<file path="src/rtl/rx_byte_aligner.sv">
// rx_byte_aligner: 2-byte K28.5 comma aligner with HUNT/VERIFY/LOCKED lock tracking.
// Optional define ALIGNER_STATS_EN enables the LOCKED->HUNT event counter on realign_cnt_o.
module rx_byte_aligner #(
    parameter logic [7:0]  g_COMMA      = 8'hBC,
    parameter int unsigned g_LOCK_COUNT = 4,
    parameter int unsigned g_MAX_ERRORS = 4
) (
    input  logic        usrclk_i,
    input  logic        rst_i,
    input  logic [15:0] rx_data_i,
    input  logic [1:0]  rx_k_i,
    input  logic        realign_i,
    output logic [15:0] rx_data_o,
    output logic [1:0]  rx_k_o,
    output logic        aligned_o,
    output logic        gt_realign_o,
    output logic        byte_shift_o,
    output logic [15:0] realign_cnt_o
);

    localparam logic [7:0] LOCK_CNT = 8'(g_LOCK_COUNT);
    localparam logic [7:0] MAX_ERR  = 8'(g_MAX_ERRORS);

    typedef enum logic [1:0] {HUNT, VERIFY, LOCKED} state_t;

    function automatic logic [7:0] sat_inc8(input logic [7:0] v);
        return (v == 8'hFF) ? v : v + 8'd1;
    endfunction

    function automatic logic [7:0] sat_dec8(input logic [7:0] v);
        return (v == 8'h00) ? v : v - 8'd1;
    endfunction

    state_t      state, state_nxt;
    logic        shift_nxt;
    logic [7:0]  vcnt, vcnt_nxt, vcnt_inc;
    logic [7:0]  score, score_nxt;
    logic [15:0] prev_data_p0;
    logic [1:0]  prev_k_p0;
    logic        hi_c, lo_c, good, bad;

    assign hi_c = rx_k_i[1] && (rx_data_i[15:8] == g_COMMA);
    assign lo_c = rx_k_i[0] && (rx_data_i[7:0] == g_COMMA);
    assign good = byte_shift_o ? lo_c : hi_c;
    assign bad  = byte_shift_o ? hi_c : lo_c;

    // Stage p0 -> output: previous word held so a slipped word can be re-formed across the boundary
    always_ff @(posedge usrclk_i or posedge rst_i) begin
        if (rst_i) begin
            prev_data_p0 <= '0;
            prev_k_p0    <= '0;
            rx_data_o    <= '0;
            rx_k_o       <= '0;
        end else begin
            prev_data_p0 <= rx_data_i;
            prev_k_p0    <= rx_k_i;
            if (byte_shift_o) begin
                rx_data_o <= {prev_data_p0[7:0], rx_data_i[15:8]};
                rx_k_o    <= {prev_k_p0[0], rx_k_i[1]};
            end else begin
                rx_data_o <= rx_data_i;
                rx_k_o    <= rx_k_i;
            end
        end
    end

    always_comb begin
        state_nxt = state;
        shift_nxt = byte_shift_o;
        vcnt_nxt  = vcnt;
        score_nxt = score;
        vcnt_inc  = sat_inc8(vcnt);
        if (realign_i) begin
            state_nxt = HUNT;
        end else begin
            case (state)
                HUNT: begin
                    if (hi_c) begin
                        shift_nxt = 1'b0;
                        state_nxt = VERIFY;
                        vcnt_nxt  = 8'd1;
                    end else if (lo_c) begin
                        shift_nxt = 1'b1;
                        state_nxt = VERIFY;
                        vcnt_nxt  = 8'd1;
                    end
                end
                VERIFY: begin
                    if (bad) begin
                        state_nxt = HUNT;
                    end else if (good) begin
                        vcnt_nxt = vcnt_inc;
                        if (vcnt_inc >= LOCK_CNT) begin
                            state_nxt = LOCKED;
                            score_nxt = '0;
                        end
                    end
                end
                LOCKED: begin
                    if (bad) begin
                        score_nxt = sat_inc8(score);
                    end else if (good) begin
                        score_nxt = sat_dec8(score);
                    end
                    if (score_nxt == MAX_ERR) begin
                        state_nxt = HUNT;
                    end
                end
                default: state_nxt = HUNT;
            endcase
        end
        if (state_nxt == HUNT) begin
            vcnt_nxt  = '0;
            score_nxt = '0;
        end
    end

    // Status flags are decodes of the next state so they change on the same edge as the state
    always_ff @(posedge usrclk_i or posedge rst_i) begin
        if (rst_i) begin
            state        <= HUNT;
            byte_shift_o <= 1'b0;
            vcnt         <= '0;
            score        <= '0;
            aligned_o    <= 1'b0;
            gt_realign_o <= 1'b1;
        end else begin
            state        <= state_nxt;
            byte_shift_o <= shift_nxt;
            vcnt         <= vcnt_nxt;
            score        <= score_nxt;
            aligned_o    <= (state_nxt == LOCKED);
            gt_realign_o <= (state_nxt == HUNT);
        end
    end

`ifdef ALIGNER_STATS_EN
    function automatic logic [15:0] sat_inc16(input logic [15:0] v);
        return (v == 16'hFFFF) ? v : v + 16'd1;
    endfunction

    logic lost_lock;
    assign lost_lock = (state == LOCKED) && (state_nxt == HUNT);

    always_ff @(posedge usrclk_i or posedge rst_i) begin
        if (rst_i) begin
            realign_cnt_o <= '0;
        end else if (lost_lock) begin
            realign_cnt_o <= sat_inc16(realign_cnt_o);
        end
    end
`else
    assign realign_cnt_o = '0;
`endif

endmodule

</file>
<file path="config.mk">
export PLATFORM = sky130hd
export DESIGN_NAME = rx_byte_aligner
export DESIGN_NICKNAME = d
export VERILOG_FILES = /design/src/rtl/rx_byte_aligner.sv
export SDC_FILE = /design/constraint.sdc
export NUM_CORES = 1
export LEC_CHECK = 0
export BUFFER_PORTS_ARGS = -buffer_cell sky130_fd_sc_hd__buf_2
export CORE_MARGIN = 2
export CORE_UTILIZATION = 55
export CTS_BUF_LIST = sky130_fd_sc_hd__clkbuf_2 sky130_fd_sc_hd__clkbuf_4 sky130_fd_sc_hd__clkbuf_8
export CTS_CLUSTER_DIAMETER = 80
export DETAILED_ROUTE_END_ITERATION = 8
export GPL_TIMING_DRIVEN = 0
export PLACE_DENSITY_LB_ADDON = 0.2
export SYNTH_ARGS = -nofsm -noshare
export SYNTH_HDL_FRONTEND = slang
export SYNTH_SLANG_ARGS = --single-unit
</file>
<file path="constraint.sdc">
create_clock -name usrclk_i -period 5.55 [get_ports usrclk_i]
set_clock_uncertainty 0.1 [all_clocks]
set_input_delay 0 -clock usrclk_i [delete_from_list [all_inputs] [get_ports usrclk_i]]
set_output_delay 0 -clock usrclk_i [all_outputs]
set_load 0.03 [all_outputs]
</file>
==> results.md <==
- The reported leakage power is 1.52 nW.
- The starting utilization of the core area is 58.0%.
- The endpoint of the most critical register-to-register path is vcnt[4]$_DFFE_PP0P_.
- The post-route netlist has 27.0% of its cells at a drive strength greater than 1.
- Entering global routing, the biggest net connects 33 pins.
- Prior to clock tree synthesis, the placed netlist has a worst setup slack of 1.84 ns.
- The die is 75.0 µm wide.
- The worst hold path class is in2async.
- Yosys mapped the design onto 59 distinct sky130hd cell types.
- The endpoint class of the critical path is a register.
- The share of synthesized registers carrying an async set or reset is 100%.
- Among all flip-flop cells after synthesis, the most frequent one is sky130_fd_sc_hd__dfrtp_1.
- The critical path launch point type is a register.
- Data arrives at the worst endpoint at 3.90 ns.
- The max-slew violation count is 0.
- The clock tree root driver cell is sky130_fd_sc_hd__clkbuf_8.
- TritonCTS built the clock tree.
- The worst path in the final design needs a cycle of 3.83 ns, including I/O delays and setup.
- The biggest fanout along the worst timing path is 10.
- In the final layout, the multi-input gates occupy 0.00139 mm².
- The TritonCTS buffer count is 5.
- The total routed wirelength is 6980 µm.
- The total clock sinks is 48.
- After synthesis the cells add up to 0.00277 mm².
- The all-layer global routing usage is 26.8%.
- After layout, the worst path uses 69.0% of the clock period.
- The vertical die dimension is 75.0 µm.
- Timing would allow up to 0.261 GHz.
- The max-capacitance violation count is 0.
- The floorplan step defined a die boundary enclosing 0.00563 mm².
- At the later pin of the worst-skew pair, clock insertion delay measures 0.30 ns.
- Power spread over the standard cell area amounts to 199 mW/mm².
- After routing, the total negative slack on setup checks comes to 0 ns.
- The worst register-to-register path has a depth of 12.
- Setup repair after global routing left no endpoint under its margin.
- The number of antenna violations at the first check in global routing is 0.
- For the pin with the worst max-slew slack, the measured transition is 0.720 ns.
- The detail route stage leaves a number of antenna-violating nets equal to 0.
- After clock tree synthesis, the repair step resized 0 gates.
- The flow ran to the end, and the final reports show no timing, DRC or antenna violations.
- After detailed routing, the number of vias per cell comes to 5.61.
- The cell count after synthesis is 297.
- The clock-pin slew reported for the worst setup and hold paths after clock tree synthesis is 0.09 ns.
- The total DRC errors in the routed layout is 0.
- The most prevalent standard cell on the critical path is sky130_fd_sc_hd__a21oi_1.
- Across all hold checks on the routed design, the worst slack comes to 0.126 ns.
- The startpoint identified for the worst register-to-register timing path is score[1]$_DFFE_PP0P_.
- The highest-delay cell along the critical path is sky130_fd_sc_hd__a21oi_1.
- The H-tree was split into 2 levels.
- At the end of the flow, the number of nets in the layout was 405.
- The critical path in this run is classified as reg2reg.
- The repair_antennas step left the layout with diodes totalling 0.
- The sum of net half-perimeters after detailed placement is 4680 µm.
- Routability-driven placement finished with a final weighted congestion of 0.957.
- A synthesized cell averages 9.34 µm².
- Hold repair after CTS inserted 20 buffers.
- The deepest clock path buffer count is 2.
- Setup violations remaining at the end of the flow were counted as 0.
- For the worst setup path, the data required time is 5.62 ns.
- Fill cells in the final layout number 364.
- For this run the aggregate overflow at the end of global routing stands at 0.
- After floorplanning, the core was divided into 25 placement rows.
- The post-CTS setup buffer count is 0.
- The count of yosys warnings during synthesis is 0.
- The routed layout has 2517 vias.
- The first detailed-routing pass took 6 iterations.
- 58 I/O pins were placed.
- The core region is 0.00479 mm².
- The first global-routing pass estimated 11400 µm of wire.
- In the final routed layout, each cell accounts on average for 15.5 µm.
- Across all setup checks in the final design, the least slack found is 1.72 ns.
- Walking the worst path, the cells encountered are clkbuf_1, inv_1, ha_1, or3b_4, or4_1, clkbuf_2, a22oi_1, xnor2_1, o21ai_0, a21oi_1, buf_2, a21oi_1.
- The biggest cell delay along the critical path is 0.63 ns.
- The post-synthesis to final-layout area growth is 23.9%.
- In this run the register-to-register setup slack is 1.72 ns.
- The number of hold-slack violations in the final timing report is 0.
- The number of synthesized flops with an enable pin is 0.
- The initial DRC count is 166.
- Synthesis inferred 48 register bits.
- The sequential share of the synthesized area is 43.3%.
- The worst voltage drop across the vdd grid is 141 µV.
- The area of all sequential standard cells is 0.00120 mm².
- The worst max-slew margin expressed relative to the limit is 52.0%.
- The completed layout was analyzed and its total power is 0.683 mW.
- The count of input and output buffers is 41.
- The via count of the first global-routing pass is 2427.
==> cells by family (layout without fill, tap and decap cells) <==
family                   Yosys count  count (layout)  share of synthesized area (%)
AO/OA/AOI/OAI                     81              81                           19.0
XOR/XNOR                           2               2                          0.632
adder cells (fa/ha/maj)            3               3                           1.35
buffers and inverters             42             112                           8.62
flip-flops                        48              48                           43.3
multiplexers                      22              22                           8.84
other                              1              16                          0.135
AND/OR/NAND/NOR                   98              98                           18.0
==> flip-flops by register name (all words and copies together) (netlist names) <==
| name | count |
|---|---|
| rx_data_o | 16 |
| prev_data_p0 | 8 |
| score | 8 |
| vcnt | 8 |
| rx_k_o | 2 |
| state | 2 |
| aligned_o | 1 |
| byte_shift_o | 1 |
| gt_realign_o | 1 |
| prev_k_p0 | 1 |
==> through the flow <==
stage,area [µm²],std cells,util [%]
after floorplan,2830,312,-
after global placement,3120,420,65.2
after detailed placement,3140,421,65.6
after CTS,3440,449,71.8
after global routing,3440,449,71.8
final,3440,449,71.8
==> worst max-delay path: cells and delay by family (launching register included) <==
| kind | cells | cell delay [ns] |
|---|---|---|
| flops | 1 | 0.39 |
| fa+ha+maj | 1 | 0.20 |
| buf+inv | 4 | 0.83 |
| compound gates | 4 | 1.13 |
| simple gates | 2 | 0.89 |
| xor+xnor | 1 | 0.15 |
==> report_power, final <==
| group | internal, mW | switching (mW) | total (mW) |
|---|---|---|---|
| logic | 0.0397 | 0.0574 | 0.0970 |
| clock network | 0.102 | 0.121 | 0.223 |
| registers | 0.360 | 0.00336 | 0.363 |
| total | 0.501 | 0.181 | 0.683 |
==> area by class of cell <==
type,count,share of cell area [%]
plain buffers,34,6.08
clock buffers,6,2.40
clock inverters,2,0.401
inverters,8,0.874
multi-input cells,222,40.4
flip-flops and latches,48,35.0
well taps,67,2.44
repair buffers,62,12.4
==> cells in the final DEF (no fill, tap or decap), drive strengths merged, types with 6 or more instances in the layout <==
| cell | Yosys | routed |
|---|---|---|
| a21oi | 30 | 30 |
| a31oi | 6 | 6 |
| buf | 23 | 65 |
| clkbuf | 11 | 17 |
| conb | 1 | 16 |
| dfrtp | 47 | 47 |
| dlygate4sd3 | 0 | 20 |
| inv | 8 | 9 |
| mux2 | 20 | 20 |
| nand2 | 28 | 28 |
| nand3 | 12 | 12 |
| nor2 | 20 | 20 |
| o21ai | 16 | 16 |
==> worst max path at each step <==
stage	from	to	slack, ns	cells after the start
6_report	score[1]$_DFFE_PP0P_	vcnt[4]$_DFFE_PP0P_	1.72	12
2_1_floorplan	score[1]$_DFFE_PP0P_	vcnt[3]$_DFFE_PP0P_	2.36	12
4_1_cts	score[1]$_DFFE_PP0P_	vcnt[4]$_DFFE_PP0P_	1.80	12
3_3_place_gp	score[1]$_DFFE_PP0P_	vcnt[4]$_DFFE_PP0P_	1.80	12
5_1_grt	score[1]$_DFFE_PP0P_	vcnt[4]$_DFFE_PP0P_	1.45	12
3_5_place_dp	score[1]$_DFFE_PP0P_	vcnt[4]$_DFFE_PP0P_	1.84	12
==> synth_stat cells (2+ instances only) <==
cell | instances | area, µm²
sky130_fd_sc_hd__or2_2 | 2 | 12.5
sky130_fd_sc_hd__a211oi_1 | 2 | 15.0
sky130_fd_sc_hd__ha_1 | 3 | 37.5
sky130_fd_sc_hd__or3_1 | 3 | 18.8
sky130_fd_sc_hd__o22ai_1 | 2 | 12.5
sky130_fd_sc_hd__mux2_2 | 20 | 225
sky130_fd_sc_hd__nand4_1 | 5 | 31.3
sky130_fd_sc_hd__and4b_1 | 2 | 20.0
sky130_fd_sc_hd__clkbuf_1 | 10 | 37.5
sky130_fd_sc_hd__a32oi_1 | 4 | 35.0
sky130_fd_sc_hd__nor4_1 | 4 | 25.0
sky130_fd_sc_hd__buf_4 | 16 | 120
sky130_fd_sc_hd__buf_2 | 4 | 20.0
sky130_fd_sc_hd__nand2_1 | 28 | 105
sky130_fd_sc_hd__a22o_1 | 2 | 17.5
sky130_fd_sc_hd__and2_1 | 4 | 25.0
sky130_fd_sc_hd__nand3_1 | 12 | 60.1
sky130_fd_sc_hd__a31oi_1 | 6 | 37.5
sky130_fd_sc_hd__nor2_1 | 20 | 75.1
sky130_fd_sc_hd__a21oi_2 | 2 | 17.5
sky130_fd_sc_hd__or4_1 | 3 | 22.5
sky130_fd_sc_hd__nor3_1 | 5 | 25.0
sky130_fd_sc_hd__and3_1 | 3 | 18.8
sky130_fd_sc_hd__mux2i_1 | 2 | 20.0
sky130_fd_sc_hd__a21oi_1 | 28 | 140
sky130_fd_sc_hd__inv_1 | 8 | 30.0
sky130_fd_sc_hd__dfrtp_1 | 47 | 1180
sky130_fd_sc_hd__o21ai_0 | 16 | 80.1
sky130_fd_sc_hd__buf_6 | 2 | 22.5
sky130_fd_sc_hd__o211ai_1 | 2 | 15.0
sky130_fd_sc_hd__a22oi_1 | 2 | 15.0
==> routing by layer <==
| layer | routed length, µm | share of wire [%] | up-vias | global-route usage (%) |
|---|---|---|---|---|
| li1 | - | - | 1217 | - |
| met1 | 2950 | 42 | 1194 | 34.5 |
| met2 | 3550 | 51 | 91 | 45.9 |
| met3 | 355 | 5.1 | 15 | 5.62 |
| met4 | 118 | 1.7 | 0 | 7.54 |
| met5 | 0 | 0 | - | 0 |
No activity file was read; power rests on OpenSTA's default activity.
